===== config.mk =====
export PLATFORM = sky130hd
export DESIGN_NAME = neuron_alu_sequencer
export DESIGN_NICKNAME = d
export VERILOG_FILES = /design/src/rtl/neuron_alu_sequencer.sv
export SDC_FILE = /design/constraint.sdc
export NUM_CORES = 1
export LEC_CHECK = 0
export CAP_MARGIN = 20
export CORE_MARGIN = 5
export CORE_UTILIZATION = 45
export CTS_CLUSTER_SIZE = 24
export DETAILED_ROUTE_END_ITERATION = 10
export PLACE_DENSITY = 0.82
export SKIP_CTS_REPAIR_TIMING = 1
export SYNTH_ARGS = -nofsm -noshare
export SYNTH_HDL_FRONTEND = slang
export SYNTH_SLANG_ARGS = --single-unit

===== constraint.sdc =====
create_clock -name clk -period 2.1 [get_ports clk]
set_clock_uncertainty 0.1 [all_clocks]
set_input_delay 0.21 -clock clk [delete_from_list [all_inputs] [get_ports clk]]
set_output_delay 0.21 -clock clk [all_outputs]
set_load 0.03 [all_outputs]

===== src/rtl/neuron_alu_sequencer.sv =====
// Sequences an external shared ALU through multiply-accumulate over N (x, w) pairs, then a threshold compare.
// Optional bias add before the compare is enabled by defining NEURON_BIAS_EN.
//
// state | meaning
// IDLE  | waiting for start; ALU parked at pass-A with zero operands
// LOAD  | in_ready high; waiting for an (x, w) pair
// MUL   | ALU computes x_q * w_q into prod
// ADD   | ALU computes acc + prod into acc; element counted
// BIAS  | ALU computes acc + bias_q into acc (NEURON_BIAS_EN only)
// ACT   | ALU unsigned compare acc vs threshold; result captured
// DONE  | out_valid held until out_ready
module neuron_alu_sequencer #(
    parameter int NBITS = 32,
    parameter int LEN_W = 8
) (
    input  logic             clk,
    input  logic             reset,
    input  logic             start,
    input  logic [LEN_W-1:0] len,
    input  logic [NBITS-1:0] threshold,
`ifdef NEURON_BIAS_EN
    input  logic [NBITS-1:0] bias,
`endif
    output logic             busy,
    input  logic             in_valid,
    output logic             in_ready,
    input  logic [NBITS-1:0] in_x,
    input  logic [NBITS-1:0] in_w,
    output logic [2:0]       alu_ctrl,
    output logic [NBITS-1:0] alu_a,
    output logic [NBITS-1:0] alu_b,
    input  logic [NBITS-1:0] alu_result,
    output logic             out_valid,
    input  logic             out_ready,
    output logic [NBITS-1:0] out_acc,
    output logic             out_fire
);

    localparam logic [2:0] ALU_ADD  = 3'b000;
    localparam logic [2:0] ALU_MUL  = 3'b001;
    localparam logic [2:0] ALU_SLT  = 3'b010;
    localparam logic [2:0] ALU_PASS = 3'b111;

    typedef enum logic [2:0] {
        S_IDLE,
        S_LOAD,
        S_MUL,
        S_ADD,
        S_ACT,
`ifdef NEURON_BIAS_EN
        S_BIAS,
`endif
        S_DONE
    } state_t;

    state_t           state_q, state_d;
    logic [NBITS-1:0] acc, prod, x_q, w_q, thr_q;
    logic [LEN_W-1:0] count, len_q;
    logic             last_elem;
`ifdef NEURON_BIAS_EN
    logic [NBITS-1:0] bias_q;
    localparam state_t S_POST_MAC = S_BIAS;
`else
    localparam state_t S_POST_MAC = S_ACT;
`endif

    assign last_elem = (count + 1'b1) == len_q;

    always_ff @(posedge clk) begin
        if (reset) begin
            state_q <= S_IDLE;
        end else begin
            state_q <= state_d;
        end
    end

    always_comb begin
        state_d   = state_q;
        busy      = (state_q != S_IDLE);
        in_ready  = 1'b0;
        out_valid = 1'b0;
        alu_ctrl  = ALU_PASS;
        alu_a     = '0;
        alu_b     = '0;
        case (state_q)
            S_IDLE: begin
                if (start) begin
                    state_d = (len != '0) ? S_LOAD : S_POST_MAC;
                end
            end
            S_LOAD: begin
                in_ready = 1'b1;
                if (in_valid) begin
                    state_d = S_MUL;
                end
            end
            S_MUL: begin
                alu_ctrl = ALU_MUL;
                alu_a    = x_q;
                alu_b    = w_q;
                state_d  = S_ADD;
            end
            S_ADD: begin
                alu_ctrl = ALU_ADD;
                alu_a    = acc;
                alu_b    = prod;
                state_d  = last_elem ? S_POST_MAC : S_LOAD;
            end
`ifdef NEURON_BIAS_EN
            S_BIAS: begin
                alu_ctrl = ALU_ADD;
                alu_a    = acc;
                alu_b    = bias_q;
                state_d  = S_ACT;
            end
`endif
            S_ACT: begin
                alu_ctrl = ALU_SLT;
                alu_a    = acc;
                alu_b    = thr_q;
                state_d  = S_DONE;
            end
            S_DONE: begin
                out_valid = 1'b1;
                if (out_ready) begin
                    state_d = S_IDLE;
                end
            end
            default: state_d = S_IDLE;
        endcase
    end

    // Datapath registers capture the ALU result in the same cycle the operands are presented.
    always_ff @(posedge clk) begin
        if (reset) begin
            acc      <= '0;
            prod     <= '0;
            x_q      <= '0;
            w_q      <= '0;
            thr_q    <= '0;
            count    <= '0;
            len_q    <= '0;
            out_acc  <= '0;
            out_fire <= 1'b0;
`ifdef NEURON_BIAS_EN
            bias_q   <= '0;
`endif
        end else begin
            case (state_q)
                S_IDLE: begin
                    if (start) begin
                        len_q  <= len;
                        thr_q  <= threshold;
                        acc    <= '0;
                        count  <= '0;
`ifdef NEURON_BIAS_EN
                        bias_q <= bias;
`endif
                    end
                end
                S_LOAD: begin
                    if (in_valid) begin
                        x_q <= in_x;
                        w_q <= in_w;
                    end
                end
                S_MUL: prod <= alu_result;
                S_ADD: begin
                    acc   <= alu_result;
                    count <= count + 1'b1;
                end
`ifdef NEURON_BIAS_EN
                S_BIAS: acc <= alu_result;
`endif
                S_ACT: begin
                    out_fire <= alu_result[0];
                    out_acc  <= acc;
                end
                default: ;
            endcase
        end
    end

endmodule


# Word-level counts from Yosys, hierarchy flattened
# Index checks and enable logic that the tools add are counted.
# W data, S select, Z words.
[word_totals]
n_memories = 0
mem_bits_rw = 0
reg_bits = 212
rom_bits = 0
output_inout_bits = 103
elab_cells = 44
inputBits = 141
latchBits = 0
[op_classes]
muxes = 15
n_eq_ne = 9
div = 0
bitwise_logic = 0
shifts = 0
n_addsub = 1
order_cmp = 0
reduce_logical = 9
mul = 0
[ops]
columns = ["cell", "n"]
rows = [
  ["$pmux W32 S2", 2],
  ["$pmux W32 S3", 1],
  ["$mux W32", 1],
  ["$pmux W3 S6", 1],
  ["$pmux W8 S2", 1],
  ["$mux W3", 5],
  ["$pmux W3 S3", 1],
  ["$add A8 B1 Y8 const B", 1],
  ["$eq A8 B8 Y1", 1],
  ["$mux W8", 1],
  ["$reduce_bool A8 Y1", 1],
  ["$eq A3 B2 Y1 const B", 2],
  ["$eq A3 B3 Y1 const B", 2],
  ["$ne A2 B2 Y1 const B", 3],
  ["$reduce_and A2 Y1", 3],
  ["$eq A3 B1 Y1 const B", 1],
  ["$logic_not A3 Y1", 1],
  ["$reduce_and A3 Y1", 1],
  ["$reduce_bool A3 Y1", 1],
  ["$mux W1", 2],
  ["$reduce_bool A2 Y1", 1],
  ["$reduce_or A2 Y1", 1],
]

# Longest topological paths before layout
[depth]
depth_word = 4
ltp_mapped = 9
depth_no_buf = 6

# Worst setup path after synthesis
# Ideal clock, no wire load.
[synth_timing]
path_kind = "register to output"
start = "register state_q[0]"
end = "output port alu_b[10]"
path_stages_with_launch = 6
arrival_time_ns = 1.923
t_required_ns = 1.790
n_path_buf = 3
path_slack_ns = -0.133
cell_sequence = "dfxtp_1 > buf_2 > buf_2 > clkbuf_1 > mux2i_1 > o21ai_0"
[synth_between]
elab_chain_cells = 2
elab_cells_between_ends = 4
classes_between = "3 x eq/ne; 1 x mux"
[synth_rtl]
columns = ["item", "line_no", "text"]
rows = [
  ["start, declared", "56", "state_t state_q, state_d;"],
  ["start signal, assigned", "73", "state_q <= state_d;"],
  ["$eq A3 B3 Y1 or $eq A3 B2 Y1 (tied branches)", "85", "case (state_q)"],
  ["$pmux W32 S3 *", "85", ""],
  ["end, declared", "31", "output logic [NBITS-1:0] alu_b,"],
]
# Every way passes the cells marked *; elsewhere a longest branch is shown, timed or not.

# Worst setup path after layout
[layout_timing]
start = "register state_q[0]"
end = "output port alu_b[6]"
# The elaborated chain is that of the path after synthesis.

==> flow_summary.toml <==
[status]
outcome = "complete, but fails checks"
violations = "setup timing"

[timing]
finalSetupViolCount = 58
slew_headroom_pct = 60.1
setup_ws_ns = -0.145
post-route-min-period_ns = 2.24
fin_crit_sh_pct = 107
rsz0062_at_grt = "yes"
maxSlewViolCount = 0
setup-tns-final_ns = -3.88
worst_pin_slew_ns = 0.598
hold_violations = 0
fmax_mhz = 445

[critical_path]
regToRegEndpoint = "acc[7]$_SDFFE_PP0P_"
worst_setup_path_start_kind = "flip-flop"
cp.arrival_ns = 1.93
rrSetupSlack_ns = 0.10
end_kind = "output port"
crit_fanout = 21
rr_worst_depth = 6
worst-setup-path-type = "reg2out"
timing.rr.start = "state_q[2]$_SDFFE_PP0P_"
worstPathRequired_ns = 1.79

[floorplan]
pin_count = 244
core_um2 = 18800
die_height_um = 148
die-width_um = 148
dieArea_um2 = 21900
rows = 50
start_util_pct = 45.7

[placed_design]
gp_congestion = 0.880
place_hpwl_mm = 19.4
portBuffers = 243

[logic_synthesis]
muxShareOfSynthArea_pct = 3.73
ys_warn_count = 0
synth_nets = 1245
synth_compound_area_share_pct = 19.6
ys_ff_latch = 212
synthAdderAreaFrac_pct = 0.146
synth.distinct_cells = 39
synth_xor_area_share_pct = 1.12
synth_area_per_cell_um2 = 7.78
synth-simple-area-share_pct = 21.6
synth_area_um2 = 8580
synth_top_family_by_area = "simple AND/OR/NAND/NOR gates"
synth_cells = 1103
ys_seq_area_share_pct = 49.5

[drt]
drtIter0Drc = 518
wire_per_inst_um = 17.9
ant_nets = 0
wl_met1_mm = 12.5
top_layer_used = "met4"
drt-vias-per-instance = 5.42
drc_errors = 0
drt-total-wl_mm = 28.3
drtPass1Iterations = 5
vias = 8594
routed-wl-met3_mm = 2.15
wl_met2_mm = 12.8

[cts]
clock_sinks = 212
cts_buffers = 23
clkTransAtPathRegs_ns = 0.06
cts_tree = "built"
clock_latency_ns = 0.51
clk_path_buf_depth = 3
cts-htree-levels = 1
cts_root_buf = "clkbuf_16"

[finish]
fillCellCount = 1531
fin_nets = 1477
drive_gt1_share_pct = 13.1
area_growth_pct = 42.8
diodes = 0
utilization_pct = 65.3

[pwr]
finalPower_uw = 9680
power_density_nw_per_um2 = 790
p_leak_uw = 0.00447
ir_drop_v = 0.000678

[grt]
grt_pass1_vias = 7993
antenna_found_initial = 0
grt_max_degree = 91
grt_overflow = 0
grt_pass1_wl_mm = 43.3
grt_usage_pct = 24.2

[min_path]
min_from = "in_x[26]"
hold_end = "x_q[26]$_SDFFE_PP0P_"
hold_path_class = "in2reg"
hold_path_depth = 3

[run]
maxCapViolCount = 0
cell usage after synthesis:
| master | n | area share [%] |
|---|---|---|
| nor3b_1 | 3 | 0.26 |
| a21o_1 | 2 | 0.17 |
| nand3b_1 | 4 | 0.35 |
| o21bai_1 | 1 | 0.088 |
| o21ai_0 | 37 | 2.2 |
| nand4b_1 | 1 | 0.10 |
| nand2b_1 | 2 | 0.15 |
| or3b_2 | 1 | 0.10 |
| a221oi_1 | 1 | 0.10 |
| nor4_1 | 5 | 0.36 |
| nor4b_1 | 2 | 0.20 |
| a311o_1 | 1 | 0.12 |
| a21oi_1 | 181 | 11 |
| nand2_1 | 377 | 16 |
| dfxtp_1 | 212 | 49 |
| nor2_1 | 48 | 2.1 |
| buf_6 | 2 | 0.26 |
| nor3_2 | 1 | 0.12 |
| clkinv_1 | 1 | 0.044 |
| clkbuf_1 | 76 | 3.3 |
| a21bo_2 | 1 | 0.12 |
| mux2i_1 | 32 | 3.7 |
| or3_1 | 3 | 0.22 |
| a22oi_1 | 32 | 2.8 |
| and2_1 | 1 | 0.073 |
| or4b_1 | 1 | 0.12 |
| buf_2 | 4 | 0.23 |
| and2_4 | 1 | 0.10 |
| xnor2_1 | 8 | 0.82 |
| inv_1 | 3 | 0.13 |
| xor2_1 | 3 | 0.31 |
| a2111oi_0 | 1 | 0.10 |
| nand4_1 | 2 | 0.15 |
| nand3_1 | 4 | 0.23 |
| ha_1 | 1 | 0.15 |
| a22o_1 | 33 | 3.4 |
| buf_1 | 8 | 0.35 |
| or4_1 | 2 | 0.17 |
| nor3_1 | 5 | 0.29 |
area by class of cell:
| type | count | area, um^2 | area share (%) |
|---|---|---|---|
| clock inverter | 10 | 135 | 1.10 |
| tap | 234 | 293 | 2.39 |
| clock buffer | 31 | 656 | 5.35 |
| inverter | 4 | 15.0 | 0.123 |
| multi-input combinational | 799 | 4040 | 33.0 |
| timing repair buffer | 295 | 2860 | 23.4 |
| sequential | 212 | 4250 | 34.7 |
through the flow:
| step | cells | setup slack, ns | area [um^2] | hold slack [ns] |
|---|---|---|---|---|
| 2_1_floorplan | 1103 | 0.0881 | 8580 | 0.246 |
| 3_3_place_gp | 1530 | -0.0330 | 11300 | 0.341 |
| 3_5_place_dp | 1530 | -0.135 | 11300 | 0.346 |
| 4_1_cts | 1571 | -0.681 | 12100 | -0.0395 |
| 5_1_grt | 1585 | -0.194 | 12300 | 0.135 |
| 6_report | 1585 | -0.145 | 12300 | 0.142 |
how the worst max path moves through the flow:
stage	start	end	slack, ns
after floorplan	state_q[0]$_SDFFE_PP0P_	alu_b[10]	0.09
after global placement	state_q[2]$_SDFFE_PP0P_	alu_a[10]	-0.03
after detailed placement	state_q[2]$_SDFFE_PP0P_	alu_a[9]	-0.13
after CTS	state_q[2]$_SDFFE_PP0P_	alu_a[9]	-0.68
after global routing	state_q[0]$_SDFFE_PP0P_	alu_b[2]	-0.19
final	state_q[0]$_SDFFE_PP0P_	alu_b[6]	-0.14
cells in the final DEF (no fill, tap or decap), drive strengths merged, types with 2 or more instances in the layout:
master,instances
clkbuf,35
nor4,5
and2,2
nand3b,4
a21o,2
or3,3
bufinv,3
a22oi,32
nand3,4
a21oi,181
a22o,33
nor3,6
nand2b,2
xor2,3
nor4b,2
nand2,377
inv,4
nor2,50
nand4,2
o21ai,37
clkinv,6
mux2i,32
buf,117
dfxtp,212
nor3b,3
xnor2,8
or4,2
clkdlybuf4s50,172
flip-flops by register name, indices dropped and copies added (netlist names):
| register | count |
|---|---|
| w_q | 32 |
| thr_q | 32 |
| x_q | 32 |
| state_q | 3 |
| out_fire | 1 |
| count | 8 |
| prod | 32 |
| len_q | 8 |
| out_acc | 32 |
| acc | 32 |
power by group:
group | internal, uW | leakage [uW] | switching, uW
logic | 568 | 0.00236 | 650
clock network | 2560 | 0.000390 | 1630
registers | 4180 | 0.00172 | 98.6
worst max-delay path, stage by stage (launching register included):
cell	delay [ns]
dfxtp_4	0.37
buf_4	0.19
nor3b_4	0.27
buf_12	0.20
nand2_1	0.09
o21ai_1	0.11
buf_4	0.19
metal layers:
layer / up-vias / global-route usage, %
met5: - / 0
li1: 4175 / -
met4: 0 / 6.88
met2: 339 / 38.0
met1: 4016 / 33.8
met3: 64 / 5.24
cells by family (layout without fill, tap and decap cells):
family,count (synthesis),after routing
AO/OA/AOI/OAI,290,290
XOR/XNOR,11,11
adder cells (fa/ha/maj),1,1
buffers and inverters,94,340
flip-flops,212,212
multiplexers,32,32
AND/OR/NAND/NOR,463,465
Power figures use the tool's default switching activity.
